--- config.mk ---
export PLATFORM = sky130hd
export DESIGN_NAME = uart_transmitter_flat
export DESIGN_NICKNAME = d
export VERILOG_FILES = /design/src/rtl/uart_transmitter_if.sv /design/src/rtl/uart_transmitter.sv /design/src/flat_wrapper.sv
export SDC_FILE = /design/constraint.sdc
export NUM_CORES = 1
export LEC_CHECK = 0
export BUFFER_PORTS_ARGS = -buffer_cell sky130_fd_sc_hd__buf_2
export CAP_MARGIN = 20
export CORE_MARGIN = 4
export CORE_UTILIZATION = 51
export DETAILED_ROUTE_END_ITERATION = 16
export GPL_ROUTABILITY_DRIVEN = 1
export GPL_TIMING_DRIVEN = 0
export PLACE_DENSITY = 0.77
export SLEW_MARGIN = 20
export SYNTH_ARGS = -nofsm -noshare
export SYNTH_HDL_FRONTEND = slang
export SYNTH_SLANG_ARGS = --single-unit
--- constraint.sdc ---
create_clock -name clk -period 1.5 [get_ports clk]
set_input_delay 0.075 -clock clk [delete_from_list [all_inputs] [get_ports clk]]
set_output_delay 0.075 -clock clk [all_outputs]
set_load 0.05 [all_outputs]
--- src/rtl/uart_transmitter_if.sv ---
// uart_transmitter_if: byte handshake between producer and UART transmitter.
// master = producer, slave = transmitter.
interface uart_transmitter_if;
  logic       tx_valid;
  logic [7:0] tx_data;
  logic       tx_ready;

  modport master (
    output tx_valid,
    output tx_data,
    input  tx_ready
  );

  modport slave (
    input  tx_valid,
    input  tx_data,
    output tx_ready
  );
endinterface

--- src/rtl/uart_transmitter.sv ---
// uart_transmitter: tick-paced 8N1/8N2 serial transmitter, one-byte holding buffer.
// Define UART_TX_PARITY_EN to add an even-parity bit after the data bits.
module uart_transmitter #(
  parameter int SAMPLES   = 16,
  parameter int STOP_BITS = 1
) (
  input  logic              clk,
  input  logic              reset,
  input  logic              tick,
  uart_transmitter_if.slave bus,
  output logic              tx,
  output logic              busy,
  output logic              done
);

  localparam int CW = $clog2(STOP_BITS * SAMPLES);
  localparam logic [CW-1:0] BIT_END  = CW'(SAMPLES - 1);
  localparam logic [CW-1:0] STOP_END = CW'(STOP_BITS * SAMPLES - 1);

`ifdef UART_TX_PARITY_EN
  typedef enum logic [2:0] {IDLE, START, DATA, PARITY, STOP} state_t;
`else
  typedef enum logic [2:0] {IDLE, START, DATA, STOP} state_t;
`endif

  state_t        state;
  logic [CW-1:0] cnt;
  logic [2:0]    bit_idx;
  logic [7:0]    shreg;
  logic [7:0]    hold;
  logic          hold_full;
`ifdef UART_TX_PARITY_EN
  logic          par;
`endif

  logic accept;
  logic bit_end;
  logic stop_end;

  // ready reflects only the registered buffer flag, so accept
  // and unload are mutually exclusive
  assign bus.tx_ready = ~hold_full;
  assign accept       = bus.tx_valid & ~hold_full;
  assign bit_end      = tick & (cnt == BIT_END);
  assign stop_end     = tick & (cnt == STOP_END);

  // frame sequencer, holding buffer and registered line outputs
  always_ff @(posedge clk) begin
    if (reset) begin
      state     <= IDLE;
      cnt       <= '0;
      bit_idx   <= '0;
      shreg     <= '0;
      hold      <= '0;
      hold_full <= 1'b0;
      tx        <= 1'b1;
      busy      <= 1'b0;
      done      <= 1'b0;
`ifdef UART_TX_PARITY_EN
      par       <= 1'b0;
`endif
    end else begin
      done <= 1'b0;
      if (accept) begin
        hold      <= bus.tx_data;
        hold_full <= 1'b1;
      end
      case (state)
        IDLE: begin
          if (hold_full) begin
            state     <= START;
            shreg     <= hold;
            hold_full <= 1'b0;
            cnt       <= '0;
            tx        <= 1'b0;
            busy      <= 1'b1;
`ifdef UART_TX_PARITY_EN
            par       <= ^hold;
`endif
          end
        end
        START: begin
          if (bit_end) begin
            state   <= DATA;
            cnt     <= '0;
            bit_idx <= '0;
            tx      <= shreg[0];
          end else if (tick) begin
            cnt <= cnt + 1'b1;
          end
        end
        DATA: begin
          if (bit_end) begin
            cnt <= '0;
            if (bit_idx == 3'd7) begin
`ifdef UART_TX_PARITY_EN
              state <= PARITY;
              tx    <= par;
`else
              state <= STOP;
              tx    <= 1'b1;
`endif
            end else begin
              bit_idx <= bit_idx + 1'b1;
              shreg   <= shreg >> 1;
              tx      <= shreg[1];
            end
          end else if (tick) begin
            cnt <= cnt + 1'b1;
          end
        end
`ifdef UART_TX_PARITY_EN
        PARITY: begin
          if (bit_end) begin
            state <= STOP;
            cnt   <= '0;
            tx    <= 1'b1;
          end else if (tick) begin
            cnt <= cnt + 1'b1;
          end
        end
`endif
        STOP: begin
          if (stop_end) begin
            done <= 1'b1;
            cnt  <= '0;
            if (hold_full) begin
              state     <= START;
              shreg     <= hold;
              hold_full <= 1'b0;
              tx        <= 1'b0;
`ifdef UART_TX_PARITY_EN
              par       <= ^hold;
`endif
            end else begin
              state <= IDLE;
              busy  <= 1'b0;
            end
          end else if (tick) begin
            cnt <= cnt + 1'b1;
          end
        end
        default: state <= IDLE;
      endcase
    end
  end

endmodule

--- src/flat_wrapper.sv ---
// flat-port wrapper written by rule: the top's interface ports become plain ports
module uart_transmitter_flat 
#(
  parameter int SAMPLES   = 16,
  parameter int STOP_BITS = 1
)
  (clk, reset, tick, tx, busy, done, bus_tx_valid, bus_tx_data, bus_tx_ready);
  uart_transmitter_if bus_i ();
  input  logic clk;
  input  logic reset;
  input  logic tick;
  output logic tx;
  output logic busy;
  output logic done;
  input wire logic [$bits(bus_i.tx_valid)-1:0] bus_tx_valid;
  input wire logic [$bits(bus_i.tx_data)-1:0] bus_tx_data;
  output wire logic [$bits(bus_i.tx_ready)-1:0] bus_tx_ready;
  assign bus_i.tx_valid = bus_tx_valid;
  assign bus_i.tx_data = bus_tx_data;
  assign bus_tx_ready = bus_i.tx_ready;
  uart_transmitter #(.SAMPLES(SAMPLES), .STOP_BITS(STOP_BITS)) u_core (.clk(clk), .reset(reset), .tick(tick), .bus(bus_i), .tx(tx), .busy(busy), .done(done));
endmodule
==> results.sh <==
export IMPL_status="finished with violations"
export IMPL_violations="setup timing"
export IMPL_cts_root_buf="clkbuf_4"
export IMPL_row_count=19
export IMPL_clk_latency_ps=340
export IMPL_syn_area_per_cell_sq_um=9.04
export IMPL_finalNetCount=223
export IMPL_die_area_sq_um=3750
export IMPL_syn_num_nets=180
export IMPL_antenna_found_initial=0
export IMPL_finClkSkew_ps=13.0
export IMPL_hp_class="input pin to flop"
export IMPL_start_util=0.529
export IMPL_max_slew_margin=0.643
export IMPL_hold_ws_ps=3.46
export IMPL_worstSetupPathType="flop to flop"
export IMPL_placed_area_sq_um=1590
export IMPL_drv_slew=0
export IMPL_worst_slew_pin_slew_ps=535
export IMPL_final_area_sq_um=1990
export IMPL_cap_violations=0
export IMPL_dp_slack_ps=-239
export IMPL_synthCells=160
export IMPL_post_drt_wl_per_cell_um=15.5
export IMPL_diodes=0
export IMPL_grt_pass1_vias=1353
export IMPL_critical_path_required_ps=1700
export IMPL_dieWidth_um=61.3
export IMPL_yosysUniqueCellTypes=33
export IMPL_crit_chain="inv_6, ha_4, nor2_2, a211oi_4, and2_4, a211oi_2"
export IMPL_yosysSeqAreaShare=0.401
export IMPL_netlist_area_leader_share=0.401
export IMPL_synth_warnings=0
export IMPL_cp_slowest_cell="dfxtp_4"
export IMPL_port_buffer_count=15
export IMPL_synth_area_leaders="dfxtp_1 (40%), mux2i_1 (12%), ha_1 (6.9%)"
export IMPL_gr_usage_all_layers=0.220
export IMPL_grt_max_degree=11
export IMPL_synth_async_reset_ratio=0
export IMPL_grt_setup_unrepaired="yes"
export IMPL_area_delta_synth_final_pct=37.5
export IMPL_cts_sinks=29
export IMPL_setup_slack_ps=-91.2
export IMPL_p_per_area_nw_per_um2=1870
export IMPL_place_gp_congestion=0.821
export IMPL_syn_cell_area_sq_um=1450
export IMPL_drt_vias_per_instance=5.89
export IMPL_layoutNonFillerInstCount=235
export IMPL_core_area_sq_um=2730
export IMPL_drive_gt1_frac=0.368
export IMPL_period_minus_slack_ps=1590
export IMPL_synth_edf_count=0
export IMPL_synth_top_area_cell="dfxtp_1"
export IMPL_setup_worst_path_end_class="flop"
export IMPL_cts_tree="yes"
export IMPL_dp_hpwl_um=2160
export IMPL_htreeDepth=2
export IMPL_worstPathArrival_ps=1790
export IMPL_max_freq_mhz=628
export IMPL_ir_drop_uv=1580
export IMPL_ant_nets=0
export IMPL_cts_buffer_depth=2
export IMPL_clkTransAtPathRegs_ps=110
export IMPL_io_pins=16
export IMPL_placedCellCount=206
export IMPL_chipHeight_um=61.3
export IMPL_vias=1383
export IMPL_grt_overflow=0
export IMPL_cpPeakStageDelay_ps=390
export IMPL_drt_first_pass_iters=4
export IMPL_first_iter_violations=53
export IMPL_ys_ff_latch=29
export IMPL_routed_wl_um=3650
export IMPL_setup_viol=11
export IMPL_cp_start_kind="flop"
export IMPL_hold_viol_final=0
export IMPL_cts_buffers=5
export IMPL_p_leak_nw=0.779
export IMPL_period_share=1.06
export IMPL_drc=0
export IMPL_path_max_fanout=8
export IMPL_grt_pass1_wl_um=5980
export IMPL_synth_ff_type="dfxtp_1"
-- flip-flops by register name (all words and copies together) (netlist names) --
register,cells
u_core.state,2
u_core.tx,1
u_core.cnt,4
u_core.hold_full,1
u_core.bit_idx,3
u_core.done,1
u_core.busy,1
u_core.shreg,8
u_core.hold,8
-- per-stage QoR --
stage                     total power (W)   util  TNS, ps
final                             0.00371  0.728     -705
after global routing              0.00393  0.728    -1580
after CTS                         0.00351  0.699     -391
after detailed placement          0.00246  0.580    -2610
after global placement            0.00240  0.580    -1780
after floorplan                   0.00217      -     -153
-- placed cells by master (no fill, tap or decap), types with 2 or more instances in the layout --
master          n
nor2_1         18
o21ai_1         4
dlygate4sd3_1   8
clkbuf_4        5
inv_1           6
nand2b_1        2
mux2i_1        17
nor2b_1         2
nor3_1          2
a21oi_1        17
ha_2            3
dfxtp_1        25
buf_2          17
buf_4          16
nand2_1         4
dfxtp_4         3
clkbuf_1        3
nand3_1         2
a211oi_1        5
o21ai_2         2
ha_4            4
o21ai_0         3
nand4_1         2
o221ai_2        2
a211oi_2        6
-- final cells by class --
type	instances	area (sq um)
tap	31	38.8
clock buffer	7	55.1
fill	199	744
clock inverter	1	30.0
timing repair buffer	39	279
inverter	8	35.0
multi-input combinational	113	925
sequential	29	593
buffer	7	33.8
-- cell usage after synthesis (all sizes together), types with 3 or more instances --
cell     n
a21oi   17
inv      8
dfxtp   29
o21ai    9
nand2    5
mux2i   17
clkbuf   4
ha       8
nor3     3
nand4    3
nand2b   3
buf      6
a211oi  12
nor2    19
-- path summary, 6_finish.rpt --
kind	cells past startpoint	slack [ps]	from	endpoint
max reg2reg	6	-90	u_core.state[0]$_SDFFE_PP0P_	u_core.shreg[0]$_SDFFE_PP0P_
min reg2reg	2	500	u_core.hold[1]$_SDFFE_PP0P_	u_core.hold[1]$_SDFFE_PP0P_
min	3	3	bus_tx_valid	u_core.hold_full$_SDFF_PP0_
max	6	-90	u_core.state[0]$_SDFFE_PP0P_	u_core.shreg[0]$_SDFFE_PP0P_
-- layer usage --
layer | track usage | vias up | wire length, um
li1 | - | 661 | -
met4 | 0.111 | 0 | 106
met3 | 0.0713 | 11 | 182
met5 | 0 | - | 0
met1 | 0.240 | 662 | 1510
met2 | 0.379 | 49 | 1840
-- critical path: cells and delay by family, from the launching register on --
family          cells  cell delay (ps)
compound gates      2              420
fa+ha+maj           1              190
buf+inv             1               80
flops               1              390
simple gates        2              360
-- where the power goes --
group	total (W)	internal, W	switching, W
Combinational	0.00190	0.000880	0.00102
Clock	0.000695	0.000398	0.000297
Sequential	0.00112	0.000970	0.000150
-- kinds of logic after synthesis --
family          share of synthesized area
buf+inv                            0.0545
flops                               0.401
mux                                 0.118
compound gates                      0.206
simple gates                        0.151
fa+ha+maj                          0.0692
-- timing repair --
action                                 CTS  global route
resized for setup                       23            23
endpoints found under the hold margin    8             0
hold buffers                             8             0
buffers inserted                        13             2
pin swaps                                9            10
setup endpoints to repair               15            26
cloned                                   0             1
No activity file was read; power rests on OpenSTA's default activity.
